`config.mk`:
```
export PLATFORM = sky130hd
export DESIGN_NAME = posit_acc_seq
export DESIGN_NICKNAME = d
export VERILOG_FILES = /design/src/rtl/posit_acc_seq.sv
export SDC_FILE = /design/constraint.sdc
export NUM_CORES = 1
export LEC_CHECK = 0
export CORE_MARGIN = 3
export CORE_UTILIZATION = 43
export CTS_BUF_LIST = sky130_fd_sc_hd__clkbuf_8
export CTS_CLUSTER_SIZE = 25
export DETAILED_ROUTE_END_ITERATION = 8
export PLACE_DENSITY = 0.84
export SETUP_SLACK_MARGIN = 0.5
export SLEW_MARGIN = 20
export SYNTH_ARGS = -nofsm -noshare
export SYNTH_HDL_FRONTEND = slang
export SYNTH_SLANG_ARGS = --single-unit
```
`constraint.sdc`:
```
create_clock -name clk -period 4.7 [get_ports clk]
set_input_delay 1.175 -clock clk [delete_from_list [all_inputs] [get_ports clk]]
set_output_delay 1.175 -clock clk [all_outputs]
set_load 0.1 [all_outputs]
```
`src/rtl/posit_acc_seq.sv`:
```
// posit_acc_seq: sequential front-end that sums a stream of posit terms through an
// external single-cycle combinational posit adder, with a sticky NaR flag and an
// adder-timeout error.
module posit_acc_seq #(
    parameter int unsigned N     = 32,
    parameter int unsigned LEN_W = 8,
    parameter int unsigned TMO   = 15
) (
    input  logic             clk,
    input  logic             rst,
    input  logic             cmd_valid,
    output logic             cmd_ready,
    input  logic [LEN_W-1:0] cmd_len,
    input  logic             in_valid,
    output logic             in_ready,
    input  logic [N-1:0]     in_data,
    output logic [N-1:0]     add_in1,
    output logic [N-1:0]     add_in2,
    output logic             add_start,
    input  logic [N-1:0]     add_out,
    input  logic             add_inf,
    input  logic             add_zero,
    input  logic             add_done,
    output logic             res_valid,
    input  logic             res_ready,
    output logic [N-1:0]     res_data,
    output logic             res_inf,
    output logic             res_err,
    output logic [LEN_W-1:0] res_count
);

    localparam int unsigned TW = $clog2(TMO + 1);
    localparam logic [TW-1:0] TmrLast = TW'(TMO - 1);
    localparam logic [N-1:0] NaR = {1'b1, {(N-1){1'b0}}};

    typedef enum logic [2:0] {StIdle, StLoad, StFeed, StAdd, StOut} state_e;

    state_e           state_q, state_d;
    logic [N-1:0]     acc_q, acc_d;
    logic [N-1:0]     opb_q, opb_d;
    logic [LEN_W-1:0] len_q, len_d;
    logic [LEN_W-1:0] cnt_q, cnt_d;
    logic [TW-1:0]    tmr_q, tmr_d;
    logic             inf_s_q, inf_s_d;
    logic             err_s_q, err_s_d;
    // Result copies: acc/cnt are reused by the next job before its OUT, so the
    // presented result is latched separately and held until the next OUT.
    logic [N-1:0]     rdata_q, rdata_d;
    logic             rinf_q, rinf_d;
    logic             rerr_q, rerr_d;
    logic [LEN_W-1:0] rcnt_q, rcnt_d;

    logic [LEN_W-1:0] cnt_inc;
    logic             unused_zero;

    assign cnt_inc     = cnt_q + LEN_W'(1);
    assign unused_zero = add_zero;

    // Moore outputs decoded from the current state.
    always_comb begin
        cmd_ready = (state_q == StIdle);
        in_ready  = (state_q == StLoad) || (state_q == StFeed);
        add_start = (state_q == StAdd);
        res_valid = (state_q == StOut);
        add_in1   = acc_q;
        add_in2   = opb_q;
        res_data  = rdata_q;
        res_inf   = rinf_q;
        res_err   = rerr_q;
        res_count = rcnt_q;
    end

    // Next-state and datapath updates.
    always_comb begin
        state_d = state_q;
        acc_d   = acc_q;
        opb_d   = opb_q;
        len_d   = len_q;
        cnt_d   = cnt_q;
        tmr_d   = tmr_q;
        inf_s_d = inf_s_q;
        err_s_d = err_s_q;
        unique case (state_q)
            StIdle: begin
                if (cmd_valid) begin
                    len_d   = cmd_len;
                    cnt_d   = '0;
                    inf_s_d = 1'b0;
                    err_s_d = 1'b0;
                    if (cmd_len == '0) begin
                        acc_d   = '0;
                        state_d = StOut;
                    end else begin
                        state_d = StLoad;
                    end
                end
            end
            StLoad: begin
                if (in_valid) begin
                    acc_d   = in_data;
                    cnt_d   = LEN_W'(1);
                    inf_s_d = (in_data == NaR);
                    state_d = (len_q == LEN_W'(1)) ? StOut : StFeed;
                end
            end
            StFeed: begin
                if (in_valid) begin
                    opb_d   = in_data;
                    inf_s_d = inf_s_q | (in_data == NaR);
                    tmr_d   = '0;
                    state_d = StAdd;
                end
            end
            StAdd: begin
                if (add_done) begin
                    acc_d   = (add_inf | inf_s_q) ? NaR : add_out;
                    inf_s_d = inf_s_q | add_inf;
                    cnt_d   = cnt_inc;
                    state_d = (cnt_inc == len_q) ? StOut : StFeed;
                end else if (tmr_q == TmrLast) begin
                    err_s_d = 1'b1;
                    acc_d   = NaR;
                    state_d = StOut;
                end else begin
                    tmr_d = tmr_q + TW'(1);
                end
            end
            StOut: begin
                if (res_ready) state_d = StIdle;
            end
            default: state_d = StIdle;
        endcase
    end

    // Latch the result with the values that take effect as OUT is (re)entered.
    always_comb begin
        rdata_d = rdata_q;
        rinf_d  = rinf_q;
        rerr_d  = rerr_q;
        rcnt_d  = rcnt_q;
        if (state_d == StOut) begin
            rdata_d = acc_d;
            rinf_d  = inf_s_d;
            rerr_d  = err_s_d;
            rcnt_d  = cnt_d;
        end
    end

    // State and datapath registers with asynchronous reset.
    always_ff @(posedge clk or posedge rst) begin
        if (rst) begin
            state_q <= StIdle;
            acc_q   <= '0;
            opb_q   <= '0;
            len_q   <= '0;
            cnt_q   <= '0;
            tmr_q   <= '0;
            inf_s_q <= 1'b0;
            err_s_q <= 1'b0;
            rdata_q <= '0;
            rinf_q  <= 1'b0;
            rerr_q  <= 1'b0;
            rcnt_q  <= '0;
        end else begin
            state_q <= state_d;
            acc_q   <= acc_d;
            opb_q   <= opb_d;
            len_q   <= len_d;
            cnt_q   <= cnt_d;
            tmr_q   <= tmr_d;
            inf_s_q <= inf_s_d;
            err_s_q <= err_s_d;
            rdata_q <= rdata_d;
            rinf_q  <= rinf_d;
            rerr_q  <= rerr_d;
            rcnt_q  <= rcnt_d;
        end
    end

endmodule

```
== Yosys cells after proc, flatten, opt, wreduce, memory -nomap -nowiden ==
Index checks and enable logic that the tools add are counted.

* Add/sub/neg operators: 2
* Bitwise logic cells: 2
* Reductions and logical operators: 7
* Eq/ne operators: 12
* Muxes and demuxes: 34

{| class="wikitable"
|+ Operator list
! cell !! count
|-
| $mux W32 || 6
|-
| $pmux W32 S3 || 1
|-
| $eq A32 B32 Y1 const B || 1
|-
| $mux W3 || 9
|-
| $mux W8 || 3
|-
| $pmux W8 S3 || 1
|-
| $pmux W3 S5 || 1
|-
| $mux W4 || 3
|-
| $add A8 B1 Y8 const B || 1
|-
| $eq A8 B1 Y1 const B || 1
|-
| $eq A8 B8 Y1 || 1
|-
| $logic_not A8 Y1 || 1
|-
| $pmux W4 S2 || 1
|-
| $mux W1 || 7
|-
| $eq A3 B2 Y1 const B || 2
|-
| $eq A3 B3 Y1 const B || 2
|-
| $ne A2 B2 Y1 const B || 3
|-
| $add A4 B1 Y4 const B || 1
|-
| $eq A4 B4 Y1 const B || 1
|-
| $pmux W1 S4 || 1
|-
| $reduce_and A2 Y1 || 2
|-
| $reduce_and A4 Y1 || 1
|-
| $eq A3 B1 Y1 const B || 1
|-
| $logic_not A3 Y1 || 1
|-
| 4 further kinds || 5
|}

* Bits in registers: 131
* Input bits: 80
* Output and inout port bits: 110
* Logic and storage cells: 69

== Longest topological paths before layout ==
Gate-level depths: netlist of run 1.

* Depth in word-level cells: 6
* Mapped depth: 9
* Gate-level depth less buffers: 8

== Worst setup path before layout of run 1 ==
OpenSTA, ideal clock, no wires.

* Path kind: register -> register
* Start: register state_q[1]
* End: register rcnt_q[0], in the netlist res_count[0]
* Stages on the path, launching flop included: 9
* Path buffers: 2
* Clock period less this slack: 4,466 ps
* Setup slack: 234 ps
* Data arrival time: 4,340 ps
* Library setup time: 126 ps
* Path through: dfrtp_1 > buf_2 > nor3_1 > nand2_1 > o2bb2ai_1 > a211oi_1 > o31ai_4 > buf_6 > mux2_4

* Elaborated cells between the ends (all ways): 14
* Classes of those cells: eq/ne: 5; mux: 8; reduce/logical: 1

{| class="wikitable"
|+ RTL lines
! item !! RTL line !! RTL
|-
| start: declaration || 38 || <nowiki>state_e state_q, state_d;</nowiki>
|-
| start signal: assignment || 152 || <nowiki>state_q <= StIdle;</nowiki>
|-
| start signal: assignment || 165 || <nowiki>state_q <= state_d;</nowiki>
|-
| $logic_not A3 Y1 * || -- ||
|-
| via cmd_ready || 12 || <nowiki>output logic cmd_ready,</nowiki>
|-
| $pmux W3 S5 || 83 || <nowiki>unique case (state_q)</nowiki>
|-
| $eq A3 B3 Y1 || 141 || <nowiki>if (state_d == StOut) begin</nowiki>
|-
| end signal: assignment || 176 || <nowiki>rcnt_q <= rcnt_d;</nowiki>
|-
| end: declaration || 51 || <nowiki>logic [LEN_W-1:0] rcnt_q, rcnt_d;</nowiki>
|}

Mark *: on every way through the listed nets, which the timed path passes. The rest lies on a longest branch.
A chain may end at the register's enable or synchronous reset.

== Final worst setup path of run 1 ==
* Start: register state_q[1]
* End: output port in_ready

* Word-level cells in the longest chain between the ends: 2
* Elaborated cells between the ends (all ways): 3
* Classes of those cells: eq/ne: 2; reduce/logical: 1

{| class="wikitable"
|+ Ends and longest elaborated chain
! item !! RTL line !! RTL
|-
| $eq A3 B1 Y1 / $eq A3 B2 Y1 (equally long branches) || 62 || <nowiki>in_ready = (state_q == StLoad) || (state_q == StFeed);</nowiki>
|-
| $logic_or A1 B1 Y1 * || 62 ||
|-
| end: declaration || 15 || <nowiki>output logic in_ready,</nowiki>
|}

Every way passes the cells marked *; elsewhere a longest branch is shown, timed or not.

==> flow_summary.json, run 1 <==
{
  "avgSynthCellArea_um2": 12.6,
  "cp_cell_sequence": "nand2b_1 -> a21oi_1 -> clkdlybuf4s50_1",
  "slowest_stage": "clkdlybuf4s50_1",
  "fmax_mhz": 256,
  "dieArea_um2": 15100,
  "antenna_found_initial": 0,
  "netlist_area_um2": 5880,
  "rows": 42,
  "cts_tree": "done",
  "tns_ns": 0,
  "drc": 0,
  "required_ns": 3.52,
  "muxShareOfSynthArea_pct": 16.0,
  "nets": 739,
  "clock-root-buffer": "clkbuf_8",
  "yosysWarnings": 0,
  "synth-xor-area-share_pct": 1.49,
  "slew_headroom_pct": 25.7,
  "yosysMostFrequentCell": "dfrtp_1",
  "synth-compound-area-share_pct": 14.1,
  "routed_wl_um": 17600,
  "fp.coreArea_um2": 13300,
  "cp_max_fo": 10,
  "portBuffers": 188,
  "synthTopCellsByCount": "dfrtp_1 (131), mux2_2 (45), nand2_1 (41)",
  "setup_violations": 0,
  "hold_viol_final": 0,
  "ctsLongestPathBuffers": 2,
  "cp-end-kind": "output pin",
  "wl_per_cell_um": 20.8,
  "start_util_pct": 44.3,
  "synth_fa_ha_area_share_pct": 0.638,
  "io_pins": 190,
  "yosys.area.top_type": "dfrtp_1",
  "cp.arrival_ns": 2.73,
  "hold_buffers": 0,
  "rsz0062_at_grt": "no",
  "grt_usage_pct": 23.7,
  "yosys-top-cells-area": "dfrtp_1 (56%), mux2_2 (8.6%), mux2_4 (7.4%), a22o_1 (4.8%), a21o_1 (4.0%)",
  "slowest_delay_ns": 1.24,
  "worst_pin_slew_ns": 1.11,
  "syn_nets": 551,
  "die_w_um": 123,
  "cts.sinks": 131,
  "maxSlewViolCount": 0,
  "post_cts_buffers": 0,
  "cts_max_level": 4,
  "grt_pass1_vias": 5012,
  "antenna_left": 0,
  "synth-simple-area-share_pct": 9.23,
  "firstDrtPassIters": 4,
  "synthArstFlopShare_pct": 100,
  "cts_buffers": 17,
  "synth_enable_flop_cells": 0,
  "synth_top_family_by_area": "multiplexers",
  "netlist.area_leader.share_pct": 55.7,
  "grt_overflow": 0,
  "timing.final.crit_share_pct": 83.1,
  "synth.ff_latch_count": 131,
  "grt_pass1_wl_um": 27200,
  "grt_max_degree": 132,
  "status": "finished clean",
  "hpwlAfterDp_um": 12700,
  "syn_to_final_growth_pct": 41.6,
  "viasPerCell": 5.56,
  "routed-via-count": 4698,
  "synth_ff_type": "dfrtp_1",
  "critPathLaunchType": "register",
  "drtIter0Drc": 228,
  "synthDistinctLibCells": 50,
  "ys_seq_area_share_pct": 55.7,
  "skew_ns": 0.00958,
  "synth_cells": 468,
  "die-height_um": 123,
  "finalCriticalPeriod_ns": 3.91,
  "drv_cap": 0,
  "hold_class": "reg2reg",
  "cts_resized": 0,
  "clock_latency_ns": 0.45,
  "critPathKind": "reg2out",
  "cts.clk_slew.worst_paths_ns": 0.08,
  "drive_above_1_share_pct": 18.8,
  "fillers": 992,
  "gp_congestion": 0.881,
  "diodes": 0
}
-- placed cells by master (no fill, tap or decap), drive strengths merged, types with 6 or more instances in the layout --
| master | netlist | routed |
|---|---|---|
| a21o | 31 | 31 |
| a21oi | 8 | 8 |
| a22o | 32 | 32 |
| buf | 14 | 6 |
| clkbuf | 11 | 17 |
| clkdlybuf4s50 | 0 | 188 |
| dfrtp | 131 | 131 |
| inv | 6 | 11 |
| mux2 | 74 | 74 |
| nand2 | 41 | 41 |
| nand3 | 7 | 7 |
| nor2 | 19 | 19 |
| nor3 | 10 | 10 |
| nor4 | 10 | 10 |
| o21ai | 18 | 18 |
-- final cells by class --
cell class	instances	area (µm²)	area share, %
repair buffers	194	1940	23.3
well taps	176	220	2.64
clock buffers	17	234	2.81
flip-flops and latches	131	3280	39.3
multi-input cells	306	2460	29.6
inverters	6	26.3	0.315
clock inverters	15	171	2.06
-- critical path, delay by kind of cell, from the launching register on --
kind | cells | cell delay [ns]
buffers and inverters | 1 | 1.24
DFF | 1 | 0.49
AOI/OAI and AO/OA | 1 | 0.31
and+or+nand+nor | 1 | 0.25
-- final timing paths --
kind                       cells after the start                        to  slack [ns]                     from
max                                            3                  in_ready        0.79     state_q[1]$_DFF_PP0_
max in group asynchronous                      3   res_data[0]$_DFFE_PP0N_        2.86                      rst
max reg2reg                                    8  res_data[18]$_DFFE_PP0N_        1.74       cnt_q[0]$_DFF_PP0_
min in group asynchronous                      3  res_count[1]$_DFFE_PP0N_        1.25                      rst
min                                            1   res_data[3]$_DFFE_PP0N_        0.51  res_data[3]$_DFFE_PP0N_
min reg2reg                                    1   res_data[3]$_DFFE_PP0N_        0.51  res_data[3]$_DFFE_PP0N_
-- through the flow --
| step | setup slack, ns | cells | util (%) | hold WS (ns) | area (µm²) |
|---|---|---|---|---|---|
| finish | 0.794 | 845 | 62.7 | 0.514 | 8330 |
| global route | 0.678 | 845 | 62.7 | 0.528 | 8330 |
| CTS | 0.805 | 845 | 62.7 | 0.514 | 8330 |
| detailed placement | 0.998 | 813 | 59.6 | 0.488 | 7930 |
| global placement | 1.02 | 813 | 59.6 | 0.476 | 7930 |
| floorplan | 0.640 | 468 | - | 0.466 | 5890 |
-- kinds of logic after synthesis --
group | count (synthesis)
flip-flops | 131
AND/OR/NAND/NOR | 110
AO/OA/AOI/OAI | 109
multiplexers | 74
buffers and inverters | 31
XOR/XNOR | 10
adder cells (fa/ha/maj) | 3
-- flip-flops by register name (all words and copies together), names as in the netlist --
register	cells
tmr_q	4
inf_s_q	1
cnt_q	8
res_count	8
res_data	32
add_in2	32
res_err	1
len_q	8
res_inf	1
err_s_q	1
add_in1	32
state_q	3
-- metal layers --
metal,GRT usage [%],vias up,part of all wire (%)
met3,8.87,33,9.0
met5,0,-,0
met2,39.2,206,50
li1,-,2100,-
met4,8.37,0,2.3
met1,28.6,2359,39
Power of run 1 is not shown: default switching activity piles up to over one toggle a cycle in this logic, so the estimate is an artifact.
==> inputs of run 2 (changes only) <==
--- a/config.mk
+++ b/config.mk
@@ -6,7 +6,7 @@
 export NUM_CORES = 1
 export LEC_CHECK = 0
 export CORE_MARGIN = 3
-export CORE_UTILIZATION = 43
+export CORE_UTILIZATION = 45
 export CTS_BUF_LIST = sky130_fd_sc_hd__clkbuf_8
 export CTS_CLUSTER_SIZE = 25
 export DETAILED_ROUTE_END_ITERATION = 8
==> constraint.sdc (replaced) <==
create_clock -name clk -period 3.8 [get_ports clk]
set_input_delay 0.95 -clock clk [delete_from_list [all_inputs] [get_ports clk]]
set_output_delay 0.95 -clock clk [all_outputs]
set_load 0.1 [all_outputs]
==> flow_summary.json, run 2 (synthesis results as in run 1) <==
{
  "hold_class": "reg2reg",
  "drv_cap": 0,
  "hold_buffers": 0,
  "required_ns": 4.12,
  "portBuffers": 188,
  "cts.sinks": 131,
  "nets": 744,
  "hpwlAfterDp_um": 12600,
  "cts_buffers": 17,
  "cp_max_fo": 28,
  "drc": 0,
  "worst_pin_slew_ns": 1.03,
  "grt_pass1_wl_um": 27700,
  "routed_wl_um": 17500,
  "routed-via-count": 4775,
  "viasPerCell": 5.64,
  "gp_congestion": 0.933,
  "cp.arrival_ns": 3.31,
  "fmax_mhz": 335,
  "timing.final.crit_share_pct": 78.5,
  "post_cts_buffers": 2,
  "firstDrtPassIters": 6,
  "status": "finished clean",
  "antenna_left": 0,
  "final_cell_mix": "clkdlybuf4s50_1 (182), dfrtp_1 (131), mux2_2 (45), nand2_1 (41), a22o_1 (32)",
  "setup_violations": 0,
  "grt_usage_pct": 24.8,
  "rows": 41,
  "grt_max_degree": 109,
  "cts_max_level": 4,
  "ctsLongestPathBuffers": 2,
  "syn_to_final_growth_pct": 42.8,
  "clock-root-buffer": "clkbuf_8",
  "cts_resized": 0,
  "grt_pass1_vias": 5124,
  "cts.clk_slew.worst_paths_ns": 0.07,
  "critPathKind": "in2reg",
  "tns_ns": 0,
  "critPathLaunchType": "input port",
  "final_common_cell": "clkdlybuf4s50_1",
  "skew_ns": 0.0133,
  "drtIter0Drc": 382,
  "finalCriticalPeriod_ns": 2.98,
  "fillers": 967,
  "cp-end-kind": "register",
  "start_util_pct": 46.3,
  "cts_tree": "done",
  "antenna_found_initial": 0,
  "die-height_um": 120,
  "dieArea_um2": 14500,
  "clock_latency_ns": 0.44,
  "fp.coreArea_um2": 12700,
  "grt_overflow": 0,
  "hold_viol_final": 0,
  "die_w_um": 120,
  "io_pins": 190,
  "rsz0062_at_grt": "no",
  "maxSlewViolCount": 0,
  "wl_per_cell_um": 20.7,
  "drive_above_1_share_pct": 19.9,
  "slew_headroom_pct": 30.9
}
run 2: cell count changes in the layout (fill, tap and decap cells not counted), sizes merged:
cell,delta
clkbuf,+2
diode,+1
inv,-3
clkdlybuf4s50,-6
buf,+11
run 2: layout make-up:
cell class | count | area, µm² | area share, %
flip-flops and latches | 131 | 3280 | 39.0
multi-input cells | 306 | 2480 | 29.5
repair buffers | 199 | 2020 | 24.1
clock buffers | 19 | 262 | 3.11
well taps | 172 | 215 | 2.56
clock inverters | 12 | 118 | 1.40
inverters | 6 | 26.3 | 0.313
diodes | 1 | 2.50 | 0.0298
run 2: path summary, 6_finish.rpt:
path	startpoint	slack, ns	cells after the start	endpoint
max	cmd_valid	0.82	7	res_data[19]$_DFFE_PP0N_
min	add_in1[29]$_DFF_PP0_	0.50	1	add_in1[29]$_DFF_PP0_
max reg2reg	cnt_q[0]$_DFF_PP0_	0.97	9	res_count[3]$_DFFE_PP0N_
min reg2reg	add_in1[29]$_DFF_PP0_	0.50	1	add_in1[29]$_DFF_PP0_
max in group asynchronous	rst	1.97	3	len_q[0]$_DFFE_PP0P_
min in group asynchronous	rst	0.90	2	add_in1[22]$_DFF_PP0_
run 2: metrics by stage:
step                cells  hold WS (ns)  worst slack (ns)  util [%]  cell area, µm²
floorplan             468         0.466             0.656         -            5900
global placement      812         0.478             0.439      62.7            7980
detailed placement    812         0.486             0.352      62.7            7980
CTS                   845         0.504             0.838      66.0            8400
global route          845         0.520             0.760      66.0            8400
finish                846         0.503             0.815      66.0            8400
run 2: per-layer routing:
| metal | GRT usage (%) | share of wire (%) | up-vias | wire [µm] |
|---|---|---|---|---|
| met3 | 10.8 | 11 | 35 | 1890 |
| met2 | 41.0 | 49 | 262 | 8600 |
| met4 | 9.21 | 2.4 | 0 | 417 |
| li1 | - | - | 2105 | - |
| met5 | 0 | 0 | - | 0 |
| met1 | 28.7 | 38 | 2373 | 6620 |
run 2: critical path, stage by stage:
cell             delay, ns
clkdlybuf4s50_1       0.50
or3b_1                0.40
a21oi_1               0.33
nand3_1               0.35
buf_12                0.28
a21o_1                0.20
mux2_2                0.27
Power of run 2 is left out for the same reason.
==> inputs of run 3 (changes only) <==
--- a/config.mk
+++ b/config.mk
@@ -6,7 +6,7 @@
 export NUM_CORES = 1
 export LEC_CHECK = 0
 export CORE_MARGIN = 3
-export CORE_UTILIZATION = 45
+export CORE_UTILIZATION = 43
 export CTS_BUF_LIST = sky130_fd_sc_hd__clkbuf_8
 export CTS_CLUSTER_SIZE = 25
 export DETAILED_ROUTE_END_ITERATION = 8
==> constraint.sdc (replaced) <==
create_clock -name clk -period 2.5 [get_ports clk]
set_input_delay 0.625 -clock clk [delete_from_list [all_inputs] [get_ports clk]]
set_output_delay 0.625 -clock clk [all_outputs]
set_load 0.1 [all_outputs]
==> flow_summary.json, run 3 (synthesis results as in run 1) <==
{
  "nets": 795,
  "cp-end-kind": "register",
  "wl_per_cell_um": 20.9,
  "dieArea_um2": 15100,
  "ctsLongestPathBuffers": 2,
  "start_util_pct": 44.3,
  "cp.arrival_ns": 2.71,
  "hold_depth": 1,
  "grt_max_degree": 132,
  "grt_pass1_wl_um": 28300,
  "finish.utilization_pct": 67.7,
  "clock_latency_ns": 0.45,
  "maxSlewViolCount": 0,
  "required_ns": 2.84,
  "hold_path.startpoint": "add_in2[2]$_DFFE_PP0P_",
  "reg2reg_from": "cnt_q[0]$_DFF_PP0_",
  "gp_congestion": 0.951,
  "hpwlAfterDp_um": 12900,
  "drv_cap": 0,
  "rr_worst_depth": 11,
  "cts.clk_slew.worst_paths_ns": 0.08,
  "syn_to_final_growth_pct": 52.9,
  "critPathLaunchType": "register",
  "final_cell_mix": "buf_4 (143), dfrtp_1 (129), clkdlybuf4s50_1 (77), mux2_2 (43), nand2_1 (39)",
  "clock-root-buffer": "clkbuf_8",
  "grt_pass1_vias": 5247,
  "skew_ns": 0.00928,
  "rsz0062_at_grt": "yes",
  "viasPerCell": 5.57,
  "io_pins": 190,
  "cp_max_fo": 8,
  "rows": 42,
  "grt_usage_pct": 24.5,
  "critPathLaunch": "cnt_q[0]$_DFF_PP0_",
  "reg2reg_slack_ns": 0.13,
  "diodes": 0,
  "drive_above_1_share_pct": 44.3,
  "worst_pin_slew_ns": 0.682,
  "cts.sinks": 131,
  "die_w_um": 123,
  "status": "finished clean",
  "die-height_um": 123,
  "tns_ns": 0,
  "hold_class": "reg2reg",
  "drc": 0,
  "cts_buffers": 17,
  "cts_tree": "done",
  "antenna_found_initial": 0,
  "firstDrtPassIters": 5,
  "hold_viol_final": 0,
  "finalCriticalPeriod_ns": 2.37,
  "fp.coreArea_um2": 13300,
  "whs_ns": 0.514,
  "final_common_cell": "buf_4",
  "place_inst": 848,
  "cts_max_level": 4,
  "grt_overflow": 0,
  "final_cells": 901,
  "fmax_mhz": 421,
  "timing.final.crit_share_pct": 95.0,
  "routed-via-count": 5022,
  "antenna_left": 0,
  "slew_headroom_pct": 54.5,
  "routed_wl_um": 18800,
  "reg2reg_to": "res_data[18]$_DFFE_PP0N_",
  "critPathKind": "reg2reg",
  "drtIter0Drc": 357,
  "hold_end": "add_in2[2]$_DFFE_PP0P_",
  "setup_violations": 0,
  "portBuffers": 188,
  "fillers": 964
}
[run 3: layout make-up]
cell class	instances	area (µm²)	area share, %
Sequential cell	131	3280	36.5
Clock buffer	17	234	2.60
Multi-Input combinational cell	306	2660	29.5
Inverter	6	30.0	0.334
Timing Repair Buffer	250	2390	26.6
Clock inverter	15	181	2.02
Tap cell	176	220	2.45
[run 3: how the worst max path moves through the flow]
stage | end | slack (ns) | cells past startpoint
floorplan | res_count[0]$_DFFE_PP0N_ | -0.15 | 8
global placement | res_count[2]$_DFFE_PP0N_ | -0.21 | 8
detailed placement | res_count[5]$_DFFE_PP0N_ | -0.25 | 8
CTS | res_data[23]$_DFFE_PP0N_ | 0.13 | 9
global route | res_data[18]$_DFFE_PP0N_ | 0.07 | 9
finish | res_data[18]$_DFFE_PP0N_ | 0.13 | 11
[run 3: what timing repair did]
| item | CTS | global route |
|---|---|---|
| setup endpoints to repair | 81 | 87 |
| gates resized for setup | 23 | 22 |
| setup buffers | 10 | 4 |
| cloned | 2 | 5 |
| hold buffers | 0 | 0 |
| pin swaps | 8 | 9 |
[run 3: worst max-delay path: stages, from the launching register on]
cell       delay (ns)
dfrtp_1          0.41
ha_4             0.19
buf_4            0.14
and3b_2          0.19
nor3_2           0.04
a21oi_1          0.16
o2111ai_2        0.17
o31ai_4          0.25
buf_4            0.16
buf_6            0.09
buf_12           0.13
mux2_2           0.33
[run 3: through the flow]
step / instance area [µm²] / setup WS (ns)
final: 9000 / 0.126
after global routing: 9000 / 0.0677
after CTS: 8730 / 0.127
after detailed placement: 8130 / -0.249
after global placement: 8130 / -0.212
after floorplan: 6000 / -0.154
[run 3: routing by layer]
metal	track usage, %	vias to the layer above	share of wire, %
li1	-	2204	-
met3	8.19	39	7.9
met1	30.5	2543	40
met4	8.10	0	2.4
met5	0	-	0
met2	40.5	236	49
Power of run 3 is left out for the same reason.
